**config.mk**
```make
export PLATFORM = sky130hd
export DESIGN_NAME = sync_fifo_prog
export DESIGN_NICKNAME = d
export VERILOG_FILES = /design/src/rtl/sync_fifo_prog.sv
export SDC_FILE = /design/constraint.sdc
export NUM_CORES = 1
export LEC_CHECK = 0
export BUFFER_PORTS_ARGS = -buffer_cell sky130_fd_sc_hd__buf_4
export CAP_MARGIN = 20
export CORE_MARGIN = 2
export CORE_UTILIZATION = 50
export CTS_BUF_LIST = sky130_fd_sc_hd__clkbuf_8 sky130_fd_sc_hd__clkbuf_16
export DETAILED_ROUTE_END_ITERATION = 12
export GPL_ROUTABILITY_DRIVEN = 0
export PLACE_DENSITY_LB_ADDON = 0.05
export SETUP_SLACK_MARGIN = 0.15
export SKIP_CTS_REPAIR_TIMING = 1
export SYNTH_ARGS = -nofsm -noshare
export SYNTH_HDL_FRONTEND = slang
export SYNTH_SLANG_ARGS = --single-unit
```
**constraint.sdc**
```tcl
create_clock -name i_clk -period 6.9 [get_ports i_clk]
set_input_delay 0.69 -clock i_clk [delete_from_list [all_inputs] [get_ports i_clk]]
set_output_delay 0.69 -clock i_clk [all_outputs]
set_load 0.02 [all_outputs]
```
**src/rtl/sync_fifo_prog.sv**
```systemverilog
// Synchronous FIFO with arbitrary depth, programmable almost-full/almost-empty thresholds,
// occupancy count, registered read data with valid strobe, and sticky error flags.
module sync_fifo_prog #(
    parameter int unsigned FIFO_WIDTH = 16,
    parameter int unsigned FIFO_DEPTH = 8,
    localparam int unsigned CNT_W = $clog2(FIFO_DEPTH + 1)
) (
    input  logic                  i_clk,
    input  logic                  i_rst,
    input  logic [FIFO_WIDTH-1:0] i_data_in,
    input  logic                  i_wr_en,
    input  logic                  i_rd_en,
    input  logic [CNT_W-1:0]      i_af_thresh,
    input  logic [CNT_W-1:0]      i_ae_thresh,
    input  logic                  i_clr_err,
    output logic [FIFO_WIDTH-1:0] o_data_out,
    output logic                  o_rd_valid,
    output logic                  o_wr_ack,
    output logic                  o_overflow,
    output logic                  o_underflow,
    output logic                  o_ovf_sticky,
    output logic                  o_udf_sticky,
    output logic                  o_full,
    output logic                  o_empty,
    output logic                  o_almostfull,
    output logic                  o_almostempty,
    output logic [CNT_W-1:0]      o_count
);

    localparam int unsigned PTR_W = $clog2(FIFO_DEPTH);
    localparam logic [PTR_W-1:0] PTR_LAST = PTR_W'(FIFO_DEPTH - 1);
    localparam logic [CNT_W-1:0] CNT_FULL = CNT_W'(FIFO_DEPTH);

    logic [FIFO_WIDTH-1:0] r_mem [FIFO_DEPTH];
    logic [PTR_W-1:0]      r_wr_ptr;
    logic [PTR_W-1:0]      r_rd_ptr;
    logic [CNT_W-1:0]      r_count;
    logic [FIFO_WIDTH-1:0] r_data_out;
    logic                  r_rd_valid;
    logic                  r_wr_ack;
    logic                  r_overflow;
    logic                  r_underflow;
    logic                  r_ovf_sticky;
    logic                  r_udf_sticky;

    logic                  w_rd_ok;
    logic                  w_wr_ok;
    logic                  w_ovf;
    logic                  w_udf;
    logic [PTR_W-1:0]      w_wr_ptr_nxt;
    logic [PTR_W-1:0]      w_rd_ptr_nxt;
    logic [CNT_W-1:0]      w_count_nxt;

    // A full FIFO still accepts a write when a read frees a slot in the same cycle.
    assign w_rd_ok = i_rd_en && (r_count != '0);
    assign w_wr_ok = i_wr_en && ((r_count != CNT_FULL) || w_rd_ok);
    assign w_ovf   = i_wr_en && !w_wr_ok;
    assign w_udf   = i_rd_en && !w_rd_ok;

    // Explicit wrap so non-power-of-two depths work.
    assign w_wr_ptr_nxt = (r_wr_ptr == PTR_LAST) ? '0 : r_wr_ptr + 1'b1;
    assign w_rd_ptr_nxt = (r_rd_ptr == PTR_LAST) ? '0 : r_rd_ptr + 1'b1;

    always_comb begin
        w_count_nxt = r_count;
        case ({w_wr_ok, w_rd_ok})
            2'b10:   w_count_nxt = r_count + 1'b1;
            2'b01:   w_count_nxt = r_count - 1'b1;
            default: w_count_nxt = r_count;
        endcase
    end

    always_ff @(posedge i_clk) begin
        if (!i_rst && w_wr_ok) begin
            r_mem[r_wr_ptr] <= i_data_in;
        end
    end

    always_ff @(posedge i_clk) begin
        if (i_rst) begin
            r_wr_ptr     <= '0;
            r_rd_ptr     <= '0;
            r_count      <= '0;
            r_data_out   <= '0;
            r_rd_valid   <= 1'b0;
            r_wr_ack     <= 1'b0;
            r_overflow   <= 1'b0;
            r_underflow  <= 1'b0;
            r_ovf_sticky <= 1'b0;
            r_udf_sticky <= 1'b0;
        end else begin
            if (w_wr_ok) begin
                r_wr_ptr <= w_wr_ptr_nxt;
            end
            if (w_rd_ok) begin
                r_rd_ptr   <= w_rd_ptr_nxt;
                r_data_out <= r_mem[r_rd_ptr];
            end
            r_count      <= w_count_nxt;
            r_rd_valid   <= w_rd_ok;
            r_wr_ack     <= w_wr_ok;
            r_overflow   <= w_ovf;
            r_underflow  <= w_udf;
            // Set has priority over clear.
            r_ovf_sticky <= w_ovf || (r_ovf_sticky && !i_clr_err);
            r_udf_sticky <= w_udf || (r_udf_sticky && !i_clr_err);
        end
    end

    assign o_data_out    = r_data_out;
    assign o_rd_valid    = r_rd_valid;
    assign o_wr_ack      = r_wr_ack;
    assign o_overflow    = r_overflow;
    assign o_underflow   = r_underflow;
    assign o_ovf_sticky  = r_ovf_sticky;
    assign o_udf_sticky  = r_udf_sticky;
    assign o_count       = r_count;
    assign o_full        = (r_count == CNT_FULL);
    assign o_empty       = (r_count == '0);
    assign o_almostfull  = (r_count >= i_af_thresh);
    assign o_almostempty = (r_count <= i_ae_thresh);

endmodule

```
==> results.json <==
{
  "relSlewSlack": 0.4548,
  "combPwrFrac": 0.268,
  "antenna_found_initial": 0,
  "io_buffers": 58,
  "synthCells": 371,
  "path_class": "reg2out",
  "final_area_um2": 7661,
  "place.detailed.hpwl_um": 7492,
  "first_iter_violations": 227,
  "crit_fanout": 7,
  "grt_pass1_vias": 3451,
  "cp.buffers_inverters": 2,
  "grt_pass1_wl_um": 19360,
  "drtAntennaViolNets": 0,
  "worst_slew_pin_slew_ns": 0.8111,
  "nNetsFinal": 482,
  "dr.pass1.iters": 4,
  "diodes": 0,
  "crit_chain": "inv_1, ha_1, nand2b_1, a21o_1, a21o_1, a21o_1, buf_4",
  "die_x_um": 117.8,
  "synth_top_area_frac": 0.5933,
  "finalSetupViolCount": 0,
  "required_ns": 6.21,
  "grt_overflow_total": 0,
  "fin_cells": 623,
  "ys_ff_latch": 160,
  "synth_nets": 415,
  "synth_area_leaders": "edfxtp_1, mux4_2, dfxtp_1",
  "viasPerCell": 5.429,
  "synth_ff_type": "edfxtp_1",
  "cts.sinks": 160,
  "maxCapViolCount": 0,
  "period_share": 0.4010,
  "drive_gt1_frac": 0.3481,
  "die-area_um2": 13880,
  "worst_hold_path.endpoint": "o_udf_sticky",
  "async_flop_share": 0,
  "min_from": "o_udf_sticky",
  "reg2reg_slack_ns": 4.54,
  "yosysSeqAreaShare": 0.6922,
  "core-area_um2": 12620,
  "cp-end-kind": "output pin",
  "seq_area_um2": 4486,
  "cts_tree": "yes",
  "drv_slew": 0,
  "final.setup.worst_slack_ns": 4.133,
  "yosysMostFrequentCell": "edfxtp_1",
  "power.density_nw_per_um2": 364.4,
  "syn_to_final_growth_pct": 18.25,
  "timing.rr.start": "o_count[1]",
  "initial_core_util": 0.5134,
  "ys_types": 36,
  "crit_slowest_cell": "dfxtp_1",
  "dpl-instance-area_um2": 7113,
  "hold_path.class": "reg2reg",
  "fmax_ghz": 0.3615,
  "synthesis.area_um2": 6479,
  "cpMostUsedCell": "a21o_1",
  "status": "finished, final reports clean",
  "cp.arrival_ns": 2.08,
  "period_needed_ns": 2.767,
  "reg2reg_depth": 9,
  "min_path_cells": 2,
  "routedWlPerCell_um": 19.44,
  "multi_input_area_um2": 1853,
  "switching_share": 0.2991,
  "fp.dieH_um": 117.8,
  "setup_tns_ns": 0,
  "hold_ws_ns": 0.4760,
  "avgSynthCellArea_um2": 17.46,
  "yosysWarnings": 0,
  "rows": 41,
  "synth_common_cells": "edfxtp_1, nor2_1, dfxtp_1, mux4_2, mux2i_1",
  "p_int_mw": 1.957,
  "vias": 3382,
  "clock_path_buffers": 2,
  "numCtsBuffers": 17,
  "cts_root_buf": "clkbuf_16",
  "p_seq_frac": 0.425,
  "cp-start-kind": "flop",
  "pin_count": 59,
  "rsz0062_at_grt": "false",
  "wl_um": 12110,
  "synth_edf_count": 128,
  "clk_pin_slew_ns": 0.06,
  "pre_cts_slack_ns": 4.294,
  "grt_usage": 0.1895,
  "p_leak_nw": 2.648,
  "skew_ns": 0.006629,
  "yosysTopAreaCell": "edfxtp_1",
  "cp_top_family": "compound AO/OA/AOI/OAI gates",
  "insertion_delay_ns": 0.42,
  "reg2reg_to": "o_count[3]",
  "fillers": 985,
  "critPathMaxStageDelay_ns": 0.45,
  "power_frac_clock": 0.307,
  "peakVddDrop_mv": 0.1828,
  "switching_power_uw": 835.1,
  "dp.cells": 591,
  "grt_max_degree": 41,
  "drcViolationCount": 0,
  "htree_levels": 4,
  "hold_violations": 0
}
-- worst min-delay path, delay by kind of cell (launching register included) --
family | cells | cell delay [ns]
compound gates | 1 | 0.06
flops | 1 | 0.31
simple gates | 1 | 0.06
-- power groups by stage --
stage | Clock, mW | Sequential [mW] | Combinational [mW]
floorplan | 0 | 1.25 | 0.510
detailed placement | 0 | 1.21 | 0.758
CTS | 0.880 | 1.19 | 0.764
global placement | 0 | 1.21 | 0.753
global route | 0.916 | 1.20 | 0.816
finish | 0.858 | 1.19 | 0.747
-- layer usage --
layer  routed length, um  GRT usage  share of wire  vias up
li1                    -          -              -     1583
met1                5402     0.2468           0.45     1706
met2                6072     0.3089           0.50       77
met3                 418    0.04360          0.035       16
met4                 221    0.07907          0.018        0
met5                   0          0              0        -
-- area by class of cell --
class                           instances  area share
Tap cell                              172     0.02809
Inverter                                9    0.004410
Clock buffer                           17     0.05553
Clock inverter                         15     0.01601
Multi-Input combinational cell        180      0.2419
Timing Repair Buffer                   70     0.06859
Sequential cell                       160      0.5855
-- state kept, by name (all words and copies together), names as in the netlist --
name	count
r_mem	128
r_wr_ptr	3
o_rd_valid	1
r_rd_ptr	3
o_overflow	1
o_underflow	1
o_wr_ack	1
o_ovf_sticky	1
o_data_out	16
o_udf_sticky	1
o_count	4
-- kinds of logic after synthesis --
group	after synthesis	synth area share
AO/OA/AOI/OAI	38	0.05407
XOR/XNOR	3	0.004056
multiplexers	52	0.1421
AND/OR/NAND/NOR	72	0.05137
flip-flops	160	0.6922
adder cells (fa/ha/maj)	15	0.03013
buffers and inverters	31	0.02607
-- placed cells by master (no fill, tap or decap), types with 2 or more instances in the layout --
master | synthesis | final
mux2i_1 | 20 | 20
inv_1 | 9 | 9
a21oi_1 | 7 | 7
nand3b_1 | 2 | 2
nor2_1 | 35 | 35
o21a_1 | 3 | 3
clkinvlp_4 | 0 | 5
or3_1 | 4 | 4
o21ai_0 | 2 | 2
xnor2_1 | 3 | 3
nand4_1 | 2 | 2
clkinv_2 | 0 | 5
a21o_1 | 3 | 3
nor2b_1 | 2 | 2
nand2b_1 | 6 | 6
nor3_1 | 5 | 2
mux4_2 | 32 | 32
o211ai_1 | 2 | 2
nor3_2 | 0 | 3
buf_4 | 3 | 70
a211oi_2 | 17 | 17
dfxtp_1 | 32 | 31
clkinv_4 | 0 | 3
clkbuf_16 | 0 | 17
nand2_1 | 11 | 11
ha_1 | 14 | 14
edfxtp_1 | 128 | 128
-- worst max path at each step --
stage	from	end	slack [ns]	cells past startpoint
floorplan	i_rd_en	r_mem[0][0]	3.40	4
global placement	i_af_thresh[0]	o_almostfull	4.34	7
global route	o_count[0]	o_almostfull	4.00	7
finish	o_count[0]	o_almostfull	4.13	7
detailed placement	i_rd_en	r_mem[4][2]	4.29	5
CTS	o_count[0]	o_almostfull	4.09	7
-- per-stage QoR --
stage | power, mW | util
after floorplan | 1.763 | -
after global placement | 1.959 | 0.5637
after detailed placement | 1.968 | 0.5637
after CTS | 2.833 | 0.6071
after global routing | 2.932 | 0.6071
final | 2.792 | 0.6071
Note: power is estimated with default switching activity, not from simulation.
